File: src/rtl/mips_ctrl_pkg.sv
// rtl/mips_ctrl_pkg.sv - shared state, opcode, ALUOp and mux-select codes for the multicycle MIPS control
package mips_ctrl_pkg;

  typedef enum logic [3:0] {
    S_FETCH   = 4'd0,
    S_DECODE  = 4'd1,
    S_MEMADR  = 4'd2,
    S_MEMRD   = 4'd3,
    S_MEMWB   = 4'd4,
    S_MEMWR   = 4'd5,
    S_EXECUTE = 4'd6,
    S_ALUWB   = 4'd7,
    S_BRANCH  = 4'd8,
    S_ADDIEX  = 4'd9,
    S_ADDIWB  = 4'd10,
    S_JUMP    = 4'd11
  } state_t;

  localparam logic [5:0] OP_RTYPE = 6'b000000;
  localparam logic [5:0] OP_J     = 6'b000010;
  localparam logic [5:0] OP_BEQ   = 6'b000100;
  localparam logic [5:0] OP_ADDI  = 6'b001000;
  localparam logic [5:0] OP_LW    = 6'b100011;
  localparam logic [5:0] OP_SW    = 6'b101011;

  // ALUOp codes consumed by the downstream ALU control decoder; 2'b11 is never driven
  localparam logic [1:0] ALUOP_ADD   = 2'b00;
  localparam logic [1:0] ALUOP_SUB   = 2'b01;
  localparam logic [1:0] ALUOP_FUNCT = 2'b10;

  localparam logic [1:0] SRCB_REG     = 2'b00;
  localparam logic [1:0] SRCB_FOUR    = 2'b01;
  localparam logic [1:0] SRCB_IMM     = 2'b10;
  localparam logic [1:0] SRCB_IMM_SH2 = 2'b11;

  localparam logic [1:0] PCSRC_ALU    = 2'b00;
  localparam logic [1:0] PCSRC_ALUOUT = 2'b01;
  localparam logic [1:0] PCSRC_JUMP   = 2'b10;

  // Raw per-state control word; mem_gate marks states whose side effects wait on mem_ready
  typedef struct packed {
    logic       pc_write;
    logic       branch;
    logic       iord;
    logic       mem_write;
    logic       ir_write;
    logic       reg_dst;
    logic       mem_to_reg;
    logic       reg_write;
    logic       alu_src_a;
    logic [1:0] alu_src_b;
    logic [1:0] alu_op;
    logic [1:0] pc_src;
    logic       instr_done;
    logic       mem_gate;
  } ctrl_word_t;

  function automatic logic is_known_opcode(input logic [5:0] op);
    return (op == OP_RTYPE) || (op == OP_J) || (op == OP_BEQ) ||
           (op == OP_ADDI) || (op == OP_LW) || (op == OP_SW);
  endfunction

endpackage

File: src/rtl/multicycle_main_control_if.sv
// rtl/multicycle_main_control_if.sv - opcode/memory handshake in, datapath control word out
interface multicycle_main_control_if;

  logic [5:0] opcode;
  logic       mem_ready;

  logic       pc_write;
  logic       branch;
  logic       iord;
  logic       mem_write;
  logic       ir_write;
  logic       reg_dst;
  logic       mem_to_reg;
  logic       reg_write;
  logic       alu_src_a;
  logic [1:0] alu_src_b;
  logic [1:0] alu_op;
  logic [1:0] pc_src;
  logic       instr_done;
  logic       illegal_op;

  modport master (
    input  opcode, mem_ready,
    output pc_write, branch, iord, mem_write, ir_write, reg_dst, mem_to_reg,
           reg_write, alu_src_a, alu_src_b, alu_op, pc_src, instr_done, illegal_op
  );

  modport slave (
    output opcode, mem_ready,
    input  pc_write, branch, iord, mem_write, ir_write, reg_dst, mem_to_reg,
           reg_write, alu_src_a, alu_src_b, alu_op, pc_src, instr_done, illegal_op
  );

endinterface

File: src/rtl/mc_ctrl_decode.sv
// rtl/mc_ctrl_decode.sv - combinational state to raw control-word table
module mc_ctrl_decode
  import mips_ctrl_pkg::*;
(
  input  state_t     state,
  output ctrl_word_t cw
);

  // One row per state; anything not named stays 0, unreachable encodings give all zeros
  always_comb begin
    cw = '0;
    case (state)
      S_FETCH: begin
        cw.iord      = 1'b0;
        cw.alu_src_a = 1'b0;
        cw.alu_src_b = SRCB_FOUR;
        cw.alu_op    = ALUOP_ADD;
        cw.pc_src    = PCSRC_ALU;
        cw.ir_write  = 1'b1;
        cw.pc_write  = 1'b1;
        cw.mem_gate  = 1'b1;
      end
      S_DECODE: begin
        cw.alu_src_a = 1'b0;
        cw.alu_src_b = SRCB_IMM_SH2;
        cw.alu_op    = ALUOP_ADD;
      end
      S_MEMADR: begin
        cw.alu_src_a = 1'b1;
        cw.alu_src_b = SRCB_IMM;
        cw.alu_op    = ALUOP_ADD;
      end
      S_MEMRD: begin
        cw.iord = 1'b1;
      end
      S_MEMWB: begin
        cw.mem_to_reg = 1'b1;
        cw.reg_write  = 1'b1;
        cw.instr_done = 1'b1;
      end
      S_MEMWR: begin
        cw.iord       = 1'b1;
        cw.mem_write  = 1'b1;
        cw.instr_done = 1'b1;
        cw.mem_gate   = 1'b1;
      end
      S_EXECUTE: begin
        cw.alu_src_a = 1'b1;
        cw.alu_src_b = SRCB_REG;
        cw.alu_op    = ALUOP_FUNCT;
      end
      S_ALUWB: begin
        cw.reg_dst    = 1'b1;
        cw.reg_write  = 1'b1;
        cw.instr_done = 1'b1;
      end
      S_BRANCH: begin
        cw.alu_src_a  = 1'b1;
        cw.alu_src_b  = SRCB_REG;
        cw.alu_op     = ALUOP_SUB;
        cw.pc_src     = PCSRC_ALUOUT;
        cw.branch     = 1'b1;
        cw.instr_done = 1'b1;
      end
      S_ADDIEX: begin
        cw.alu_src_a = 1'b1;
        cw.alu_src_b = SRCB_IMM;
        cw.alu_op    = ALUOP_ADD;
      end
      S_ADDIWB: begin
        cw.reg_write  = 1'b1;
        cw.instr_done = 1'b1;
      end
      S_JUMP: begin
        cw.pc_src     = PCSRC_JUMP;
        cw.pc_write   = 1'b1;
        cw.instr_done = 1'b1;
      end
      default: cw = '0;
    endcase
  end

endmodule

File: src/rtl/multicycle_main_control.sv
// rtl/multicycle_main_control.sv - multicycle MIPS main control FSM with memory-ready waits
module multicycle_main_control #(
  parameter int MEM_WAIT_EN = 1
) (
  input logic                         clk,
  input logic                         reset,
  multicycle_main_control_if.master   ctrl
);

  import mips_ctrl_pkg::*;

  state_t     state_q;
  state_t     state_d;
  ctrl_word_t cw_raw;
  ctrl_word_t cw_out;
  logic       rdy;
  logic       illegal;

  assign rdy = (MEM_WAIT_EN != 0) ? ctrl.mem_ready : 1'b1;

  mc_ctrl_decode u_decode (
    .state (state_q),
    .cw    (cw_raw)
  );

  // State register: reset always lands in FETCH
  always_ff @(posedge clk) begin
    if (reset) begin
      state_q <= S_FETCH;
    end else begin
      state_q <= state_d;
    end
  end

  // Next-state: memory states hold until rdy, DECODE and MEMADR branch on opcode
  always_comb begin
    state_d = S_FETCH;
    case (state_q)
      S_FETCH:   state_d = rdy ? S_DECODE : S_FETCH;
      S_DECODE: begin
        case (ctrl.opcode)
          OP_LW, OP_SW: state_d = S_MEMADR;
          OP_RTYPE:     state_d = S_EXECUTE;
          OP_BEQ:       state_d = S_BRANCH;
          OP_ADDI:      state_d = S_ADDIEX;
          OP_J:         state_d = S_JUMP;
          default:      state_d = S_FETCH;
        endcase
      end
      S_MEMADR:  state_d = (ctrl.opcode == OP_SW) ? S_MEMWR : S_MEMRD;
      S_MEMRD:   state_d = rdy ? S_MEMWB : S_MEMRD;
      S_MEMWB:   state_d = S_FETCH;
      S_MEMWR:   state_d = rdy ? S_FETCH : S_MEMWR;
      S_EXECUTE: state_d = S_ALUWB;
      S_ALUWB:   state_d = S_FETCH;
      S_BRANCH:  state_d = S_FETCH;
      S_ADDIEX:  state_d = S_ADDIWB;
      S_ADDIWB:  state_d = S_FETCH;
      S_JUMP:    state_d = S_FETCH;
      default:   state_d = S_FETCH;
    endcase
  end

  // Output qualification: memory-gated side effects follow rdy, reset blanks everything
  always_comb begin
    cw_out  = cw_raw;
    illegal = (state_q == S_DECODE) && !is_known_opcode(ctrl.opcode);
    if (cw_raw.mem_gate) begin
      cw_out.pc_write   = cw_raw.pc_write & rdy;
      cw_out.ir_write   = cw_raw.ir_write & rdy;
      cw_out.instr_done = cw_raw.instr_done & rdy;
    end
    if (reset) begin
      cw_out  = '0;
      illegal = 1'b0;
    end
  end

  assign ctrl.pc_write   = cw_out.pc_write;
  assign ctrl.branch     = cw_out.branch;
  assign ctrl.iord       = cw_out.iord;
  assign ctrl.mem_write  = cw_out.mem_write;
  assign ctrl.ir_write   = cw_out.ir_write;
  assign ctrl.reg_dst    = cw_out.reg_dst;
  assign ctrl.mem_to_reg = cw_out.mem_to_reg;
  assign ctrl.reg_write  = cw_out.reg_write;
  assign ctrl.alu_src_a  = cw_out.alu_src_a;
  assign ctrl.alu_src_b  = cw_out.alu_src_b;
  assign ctrl.alu_op     = cw_out.alu_op;
  assign ctrl.pc_src     = cw_out.pc_src;
  assign ctrl.instr_done = cw_out.instr_done;
  assign ctrl.illegal_op = illegal;

endmodule

File: src/flat_wrapper.sv
// flat-port wrapper written by rule: the top's interface ports become plain ports
module multicycle_main_control_flat import mips_ctrl_pkg::*;
#(
  parameter int MEM_WAIT_EN = 1
)
  (clk, reset, ctrl_opcode, ctrl_mem_ready, ctrl_pc_write, ctrl_branch, ctrl_iord, ctrl_mem_write, ctrl_ir_write, ctrl_reg_dst, ctrl_mem_to_reg, ctrl_reg_write, ctrl_alu_src_a, ctrl_alu_src_b, ctrl_alu_op, ctrl_pc_src, ctrl_instr_done, ctrl_illegal_op);
  multicycle_main_control_if ctrl_i ();
  input logic clk;
  input logic reset;
  input wire logic [$bits(ctrl_i.opcode)-1:0] ctrl_opcode;
  input wire logic [$bits(ctrl_i.mem_ready)-1:0] ctrl_mem_ready;
  output wire logic [$bits(ctrl_i.pc_write)-1:0] ctrl_pc_write;
  output wire logic [$bits(ctrl_i.branch)-1:0] ctrl_branch;
  output wire logic [$bits(ctrl_i.iord)-1:0] ctrl_iord;
  output wire logic [$bits(ctrl_i.mem_write)-1:0] ctrl_mem_write;
  output wire logic [$bits(ctrl_i.ir_write)-1:0] ctrl_ir_write;
  output wire logic [$bits(ctrl_i.reg_dst)-1:0] ctrl_reg_dst;
  output wire logic [$bits(ctrl_i.mem_to_reg)-1:0] ctrl_mem_to_reg;
  output wire logic [$bits(ctrl_i.reg_write)-1:0] ctrl_reg_write;
  output wire logic [$bits(ctrl_i.alu_src_a)-1:0] ctrl_alu_src_a;
  output wire logic [$bits(ctrl_i.alu_src_b)-1:0] ctrl_alu_src_b;
  output wire logic [$bits(ctrl_i.alu_op)-1:0] ctrl_alu_op;
  output wire logic [$bits(ctrl_i.pc_src)-1:0] ctrl_pc_src;
  output wire logic [$bits(ctrl_i.instr_done)-1:0] ctrl_instr_done;
  output wire logic [$bits(ctrl_i.illegal_op)-1:0] ctrl_illegal_op;
  assign ctrl_i.opcode = ctrl_opcode;
  assign ctrl_i.mem_ready = ctrl_mem_ready;
  assign ctrl_pc_write = ctrl_i.pc_write;
  assign ctrl_branch = ctrl_i.branch;
  assign ctrl_iord = ctrl_i.iord;
  assign ctrl_mem_write = ctrl_i.mem_write;
  assign ctrl_ir_write = ctrl_i.ir_write;
  assign ctrl_reg_dst = ctrl_i.reg_dst;
  assign ctrl_mem_to_reg = ctrl_i.mem_to_reg;
  assign ctrl_reg_write = ctrl_i.reg_write;
  assign ctrl_alu_src_a = ctrl_i.alu_src_a;
  assign ctrl_alu_src_b = ctrl_i.alu_src_b;
  assign ctrl_alu_op = ctrl_i.alu_op;
  assign ctrl_pc_src = ctrl_i.pc_src;
  assign ctrl_instr_done = ctrl_i.instr_done;
  assign ctrl_illegal_op = ctrl_i.illegal_op;
  multicycle_main_control #(.MEM_WAIT_EN(MEM_WAIT_EN)) u_core (.clk(clk), .reset(reset), .ctrl(ctrl_i));
endmodule
File: config.mk
export PLATFORM = sky130hd
export DESIGN_NAME = multicycle_main_control_flat
export DESIGN_NICKNAME = d
export VERILOG_FILES = /design/src/rtl/mips_ctrl_pkg.sv /design/src/rtl/multicycle_main_control_if.sv /design/src/rtl/mc_ctrl_decode.sv /design/src/rtl/multicycle_main_control.sv /design/src/flat_wrapper.sv
export SDC_FILE = /design/constraint.sdc
export NUM_CORES = 1
export LEC_CHECK = 0
export CAP_MARGIN = 40
export CORE_UTILIZATION = 41
export CTS_CLUSTER_DIAMETER = 60
export DETAILED_ROUTE_END_ITERATION = 10
export PLACE_DENSITY = 0.78
export SYNTH_ARGS = -nofsm -noshare
export SYNTH_HDL_FRONTEND = slang
export SYNTH_SLANG_ARGS = --single-unit
File: constraint.sdc
create_clock -name clk -period 1.81 [get_ports clk]
set_clock_uncertainty 0.2 [all_clocks]
set_input_delay 0.362 -clock clk [delete_from_list [all_inputs] [get_ports clk]]
set_output_delay 0.362 -clock clk [all_outputs]
set_load 0.05 [all_outputs]
==> impl_metrics.sql, run 1 <==
INSERT INTO impl_metrics (metric_group, metric, value, unit) VALUES
('logic_synthesis', 'synthCells', '87', ''),
('floorplanning', 'chipHeight', '40.4', 'µm'),
('floorplanning', 'chipWidth', '40.4', 'µm'),
('logic_synthesis', 'synth_flop_cell', 'sky130_fd_sc_hd__dfxtp_1', ''),
('floorplanning', 'fp-row-count', '13', ''),
('logic_synthesis', 'synth.yosys.warnings', '0', ''),
('logic_synthesis', 'post_synth_instance_area', '606', 'µm²'),
('status', 'result_of_the_run', 'stopped before the end', ''),
('logic_synthesis', 'synth-seq-area-share', '0.132', ''),
('floorplanning', 'initial_core_util', '0.454', ''),
('status', 'toolErrorMsg', '[ERROR DPL-0038] Utilization greater than 100%, impossible to legalize', ''),
('logic_synthesis', 'synth.lib_cells_used.distinct', '39', ''),
('logic_synthesis', 'synth_nets', '96', ''),
('placement', 'finalWeightedCongestion', '0.934', ''),
('placement', 'io_buffer_count', '25', ''),
('logic_synthesis', 'async_set_or_reset_register_ratio_after_synthesis', '0', ''),
('status', 'failed_stage', 'detailed placement', ''),
('logic_synthesis', 'syn_avg_cell_area', '6.96', 'µm²'),
('logic_synthesis', 'synth-edff-count', '0', ''),
('logic_synthesis', 'yosys_register_bits', '4', ''),
('floorplanning', 'num_io_pins', '26', '');
cell families after synthesis:
group                     share of synthesized area
DFF                                           0.132
and+or+nand+nor                               0.453
buffers and inverters                         0.107
AOI/OAI and AO/OA                             0.246
xor gates and xnor gates                     0.0434
muxes                                        0.0186
cell usage after synthesis (2+ instances only):
cell type / instances / area share
sky130_fd_sc_hd__a21oi_1: 4 / 0.033
sky130_fd_sc_hd__a31oi_1: 3 / 0.031
sky130_fd_sc_hd__buf_2: 4 / 0.033
sky130_fd_sc_hd__buf_4: 4 / 0.050
sky130_fd_sc_hd__dfxtp_1: 4 / 0.13
sky130_fd_sc_hd__inv_1: 2 / 0.012
sky130_fd_sc_hd__nand2_1: 3 / 0.019
sky130_fd_sc_hd__nand2b_1: 5 / 0.052
sky130_fd_sc_hd__nand4_1: 3 / 0.031
sky130_fd_sc_hd__nor2_1: 11 / 0.068
sky130_fd_sc_hd__nor2b_1: 3 / 0.031
sky130_fd_sc_hd__nor3_1: 7 / 0.058
sky130_fd_sc_hd__nor4_1: 2 / 0.021
sky130_fd_sc_hd__nor4b_1: 2 / 0.029
sky130_fd_sc_hd__o211ai_1: 4 / 0.050
sky130_fd_sc_hd__o21ai_0: 2 / 0.017
sky130_fd_sc_hd__xor2_1: 2 / 0.029
per-stage QoR:
stage	cell area (µm²)	cells	setup WS (ns)	TNS [ns]
floorplan	800	87	-0.192	-1.10
global placement	1380	149	-0.331	-4.31
==> inputs of run 2 (changes only) <==
--- a/config.mk
+++ b/config.mk
@@ -6,10 +6,10 @@
 export NUM_CORES = 1
 export LEC_CHECK = 0
 export CAP_MARGIN = 40
-export CORE_UTILIZATION = 41
-export CTS_CLUSTER_DIAMETER = 60
+export CORE_AREA = 2 2 63 65
 export DETAILED_ROUTE_END_ITERATION = 10
-export PLACE_DENSITY = 0.78
+export DIE_AREA = 0 0 65 67
+export PLACE_DENSITY_LB_ADDON = 0.15
 export SYNTH_ARGS = -nofsm -noshare
 export SYNTH_HDL_FRONTEND = slang
 export SYNTH_SLANG_ARGS = --single-unit
==> impl_metrics.sql, run 2 <==
INSERT INTO impl_metrics (metric_group, metric, value, unit) VALUES
('logic_synthesis', 'synth.yosys.warnings', '0', ''),
('grt', 'grt_pass1_wl', '4180', 'µm'),
('min_path', 'timing.hold.worst.start', 'u_core.state_q[2]', ''),
('grt', 'global_route_usage_sum', '0.123', ''),
('drt', 'ant_nets', '0', ''),
('floorplanning', 'initial_core_util', '0.168', ''),
('sta', 'timing.slew.headroom', '0.773', ''),
('logic_synthesis', 'synth-compound-area-share', '0.246', ''),
('worst_setup_path', 'regToRegEndpoint', 'u_core.state_q[0]', ''),
('job', 'drv.max_cap_violation_count', '0', ''),
('logic_synthesis', 'synth.top_cells.by_count', 'sky130_fd_sc_hd__nor2_1 (11), sky130_fd_sc_hd__nor3_1 (7), sky130_fd_sc_hd__nand2b_1 (5)', ''),
('logic_synthesis', 'async_set_or_reset_register_ratio_after_synthesis', '0', ''),
('logic_synthesis', 'ys_top_cells_by_area', 'sky130_fd_sc_hd__dfxtp_1 (13%), sky130_fd_sc_hd__nor2_1 (6.8%), sky130_fd_sc_hd__nor3_1 (5.8%)', ''),
('placement', 'dpl.hpwl', '1970', 'µm'),
('min_path', 'hold_path_class', 'register to register', ''),
('logic_synthesis', 'post_synth_instance_area', '606', 'µm²'),
('worst_setup_path', 'timing_worst_setup_path_type', 'register to primary output', ''),
('cts', 'cts.htree.levels', '1', ''),
('grt', 'number_of_global_route_vias_before_repair', '958', ''),
('logic_synthesis', 'synth_nets', '96', ''),
('sta', 'final.period_utilization', '1.09', ''),
('logic_synthesis', 'post-synth-top-count-cell', 'sky130_fd_sc_hd__nor2_1', ''),
('worst_setup_path', 'ff2ff_setup_slack', '0.21', 'ns'),
('sta', 'timing.final.max_slew_violations', '0', ''),
('floorplanning', 'chipHeight', '67', 'µm'),
('logic_synthesis', 'post_synth_xor_area_fraction', '0.0434', ''),
('worst_setup_path', 'crit_path_top_delay_cell', 'sky130_fd_sc_hd__dfxtp_4', ''),
('logic_synthesis', 'synthCells', '87', ''),
('sta', 'final.setup.tns', '-1.45', 'ns'),
('status', 'result_of_the_run', 'finished with violations', ''),
('placement', 'finalWeightedCongestion', '0.757', ''),
('floorplanning', 'fp-row-count', '22', ''),
('sta', 'fmax', '505', 'MHz'),
('sta', 'finalHoldViolCount', '0', ''),
('layout', 'area_delta_synth_final', '195', '%'),
('floorplanning', 'num_io_pins', '26', ''),
('logic_synthesis', 'synth-seq-area-share', '0.132', ''),
('cts', 'ctsHoldBuffers', '0', ''),
('power', 'power.leakage', '0.675', 'nW'),
('cts', 'numCtsBuffers', '3', ''),
('grt', 'grt_antenna_before_repair', '0', ''),
('layout', 'drive_gt1_frac', '0.748', ''),
('logic_synthesis', 'synth_top_area_cell', 'sky130_fd_sc_hd__dfxtp_1', ''),
('min_path', 'whs_endpoint', 'u_core.state_q[3]', ''),
('logic_synthesis', 'synth_mux_area_frac', '0.0186', ''),
('grt', 'grt_total_ovfl', '0', ''),
('drt', 'firstDrtPassIters', '2', ''),
('sta', 'final_critical_path_setup_slack', '-0.170', 'ns'),
('logic_synthesis', 'synthSimpleGateAreaFrac', '0.452', ''),
('drt', 'wirelength', '2470', 'µm'),
('logic_synthesis', 'synth_adder_area_share', '0', ''),
('layout', 'n_antenna_cell', '0', ''),
('worst_setup_path', 'timing.critical_path.buf_inv', '1', ''),
('drt', 'viasPerCell', '4.44', ''),
('sta', 'final_setup_vio_count', '16', ''),
('layout', 'fillCellCount', '329', ''),
('logic_synthesis', 'yosys_register_bits', '4', ''),
('placement', 'placement.cell_area', '1470', 'µm²'),
('layout', 'final_common_cell', 'sky130_fd_sc_hd__buf_4', ''),
('min_path', 'hold-path-cell-count', '2', ''),
('logic_synthesis', 'synth.lib_cells_used.distinct', '39', ''),
('cts', 'tritoncts_clock_tree', 'built', ''),
('drt', 'avgRoutedWirePerCell', '12.2', 'µm'),
('layout', 'stdcell_count', '203', ''),
('sta', 'worst-slew-pin-transition', '0.341', 'ns'),
('floorplanning', 'chipWidth', '65', 'µm'),
('status', 'failed_checks', 'negative setup slack', ''),
('logic_synthesis', 'synth-edff-count', '0', ''),
('logic_synthesis', 'post-synth-top-area-fraction', '0.132', ''),
('worst_setup_path', 'arrival', '1.42', 'ns'),
('layout', 'nets', '166', ''),
('worst_setup_path', 'worst_path_largest_cell_delay', '0.36', 'ns'),
('layout', 'largest_register_ff_count', '4', ''),
('worst_setup_path', 'cp.required', '1.25', 'ns'),
('floorplanning', 'fp.coreArea', '3610', 'µm²'),
('drt', 'detail_route.iter0.violations', '10', ''),
('cts', 'clkSinkCount', '4', ''),
('logic_synthesis', 'syn_avg_cell_area', '6.96', 'µm²'),
('cts', 'cts.path.max_buffers', '2', ''),
('worst_setup_path', 'cpLargestDelayFamily', 'flip-flops', ''),
('logic_synthesis', 'synth_flop_cell', 'sky130_fd_sc_hd__dfxtp_1', ''),
('layout', 'largest_register', 'u_core.state_q', ''),
('placement', 'io_buffer_count', '25', ''),
('placement', 'dp_cells', '190', ''),
('layout', 'post-route-cell-area', '1790', 'µm²'),
('layout', 'biggestRegsByFlops', 'u_core.state_q (4)', ''),
('logic_synthesis', 'dominant_combinational_cell_family_by_area_after_synthesis', 'simple AND/OR/NAND/NOR gates', ''),
('floorplanning', 'fp.dieArea', '4360', 'µm²'),
('sta', 'grt_setup_unrepaired', 'yes', ''),
('worst_setup_path', 'cp-end-kind', 'primary output', ''),
('worst_setup_path', 'critical_path_peak_fanout', '5', ''),
('worst_setup_path', 'r2r.worst_path.cells', '5', ''),
('sta', 'fin_crit', '1.98', 'ns'),
('power', 'ir_worst_vdd', '0.247', 'mV'),
('drt', 'post-route-drc-count', '0', ''),
('power', 'p_per_area', '362', 'nW/µm²'),
('worst_setup_path', 'critical_path_startpoint_category', 'register', ''),
('drt', 'route.vias.total', '901', ''),
('grt', 'grt_start_max_net_pins', '10', ''),
('worst_setup_path', 'worstPathCellList', 'nand2b_4, mux2_4, o22ai_2, nor2b_4, buf_12', ''),
('cts', 'clock_insertion_delay_worst_skew', '0.21', 'ns'),
('layout', 'layout_common_cells', 'sky130_fd_sc_hd__buf_4 (40), sky130_fd_sc_hd__buf_12 (17), sky130_fd_sc_hd__buf_6 (7)', ''),
('worst_setup_path', 'reg2reg_from', 'u_core.state_q[1]', ''),
('cts', 'clk_pin_slew_worst_paths', '0.03', 'ns'),
('cts', 'clock-root-buffer', 'sky130_fd_sc_hd__clkbuf_8', '');
[run 2: cell counts after synthesis]
Identical to the previous run, type by type.
[run 2: cell families after synthesis]
kind of cell,count (synthesis)
simple gates,46
compound gates,21
buf+inv,12
flops,4
xor+xnor,3
mux,1
[run 2: how the worst max path moves through the flow]
stage,start,end,slack (ns),cells after the start
after floorplan,u_core.state_q[3],ctrl_alu_op[1],-0.19,3
after global placement,ctrl_opcode[5],ctrl_illegal_op,-0.39,5
after detailed placement,ctrl_opcode[5],ctrl_illegal_op,-0.42,5
after CTS,u_core.state_q[3],ctrl_reg_write,-0.16,5
after global routing,u_core.state_q[3],ctrl_reg_write,-0.23,5
final,u_core.state_q[3],ctrl_reg_write,-0.17,5
[run 2: repair_timing]
item / CTS / global route
pin swaps: 12 / 7
buffers inserted: 5 / 5
gates resized for setup: 57 / 9
setup endpoints to repair: 18 / 18
[run 2: layout make-up]
| class | instances | area, µm² | area share |
|---|---|---|---|
| Timing Repair Buffer | 74 | 821 | 0.459 |
| Tap cell | 48 | 60.1 | 0.0336 |
| Clock buffer | 3 | 41.3 | 0.0231 |
| Sequential cell | 4 | 90.1 | 0.0504 |
| Inverter | 3 | 11.3 | 0.00630 |
| Multi-Input combinational cell | 71 | 763 | 0.427 |
[run 2: metal layers]
metal | wire length [µm] | track usage | vias to the layer above
met5 | 0 | 0 | -
met4 | 19 | 0.0399 | 0
met2 | 1370 | 0.240 | 21
li1 | - | - | 457
met3 | 104 | 0.0203 | 2
met1 | 976 | 0.135 | 421
[run 2: worst register-to-register path: stages (launching register included)]
cell and delay [ns]:
sky130_fd_sc_hd__dfxtp_2 0.42, sky130_fd_sc_hd__buf_4 0.19, sky130_fd_sc_hd__nand2b_1 0.14, sky130_fd_sc_hd__o21ai_1 0.07, sky130_fd_sc_hd__a2111o_1 0.39, sky130_fd_sc_hd__a21oi_1 0.12
[run 2: where the power goes]
group | switching (mW) | total [mW] | internal [mW]
Sequential | 0.00684 | 0.0988 | 0.0919
Clock | 0.0445 | 0.186 | 0.142
Combinational | 0.168 | 0.361 | 0.193
Total | 0.220 | 0.646 | 0.426
[run 2: through the flow]
stage	util	power (mW)	setup WS, ns	hold WS (ns)
5_1_grt	0.495	0.679	-0.227	0.488
6_report	0.495	0.646	-0.170	0.451
3_3_place_gp	0.408	0.391	-0.388	0.467
3_5_place_dp	0.408	0.394	-0.418	0.475
4_1_cts	0.475	0.623	-0.158	0.455
2_1_floorplan	-	0.259	-0.192	0.352
No activity file was read; power rests on OpenSTA's default activity.
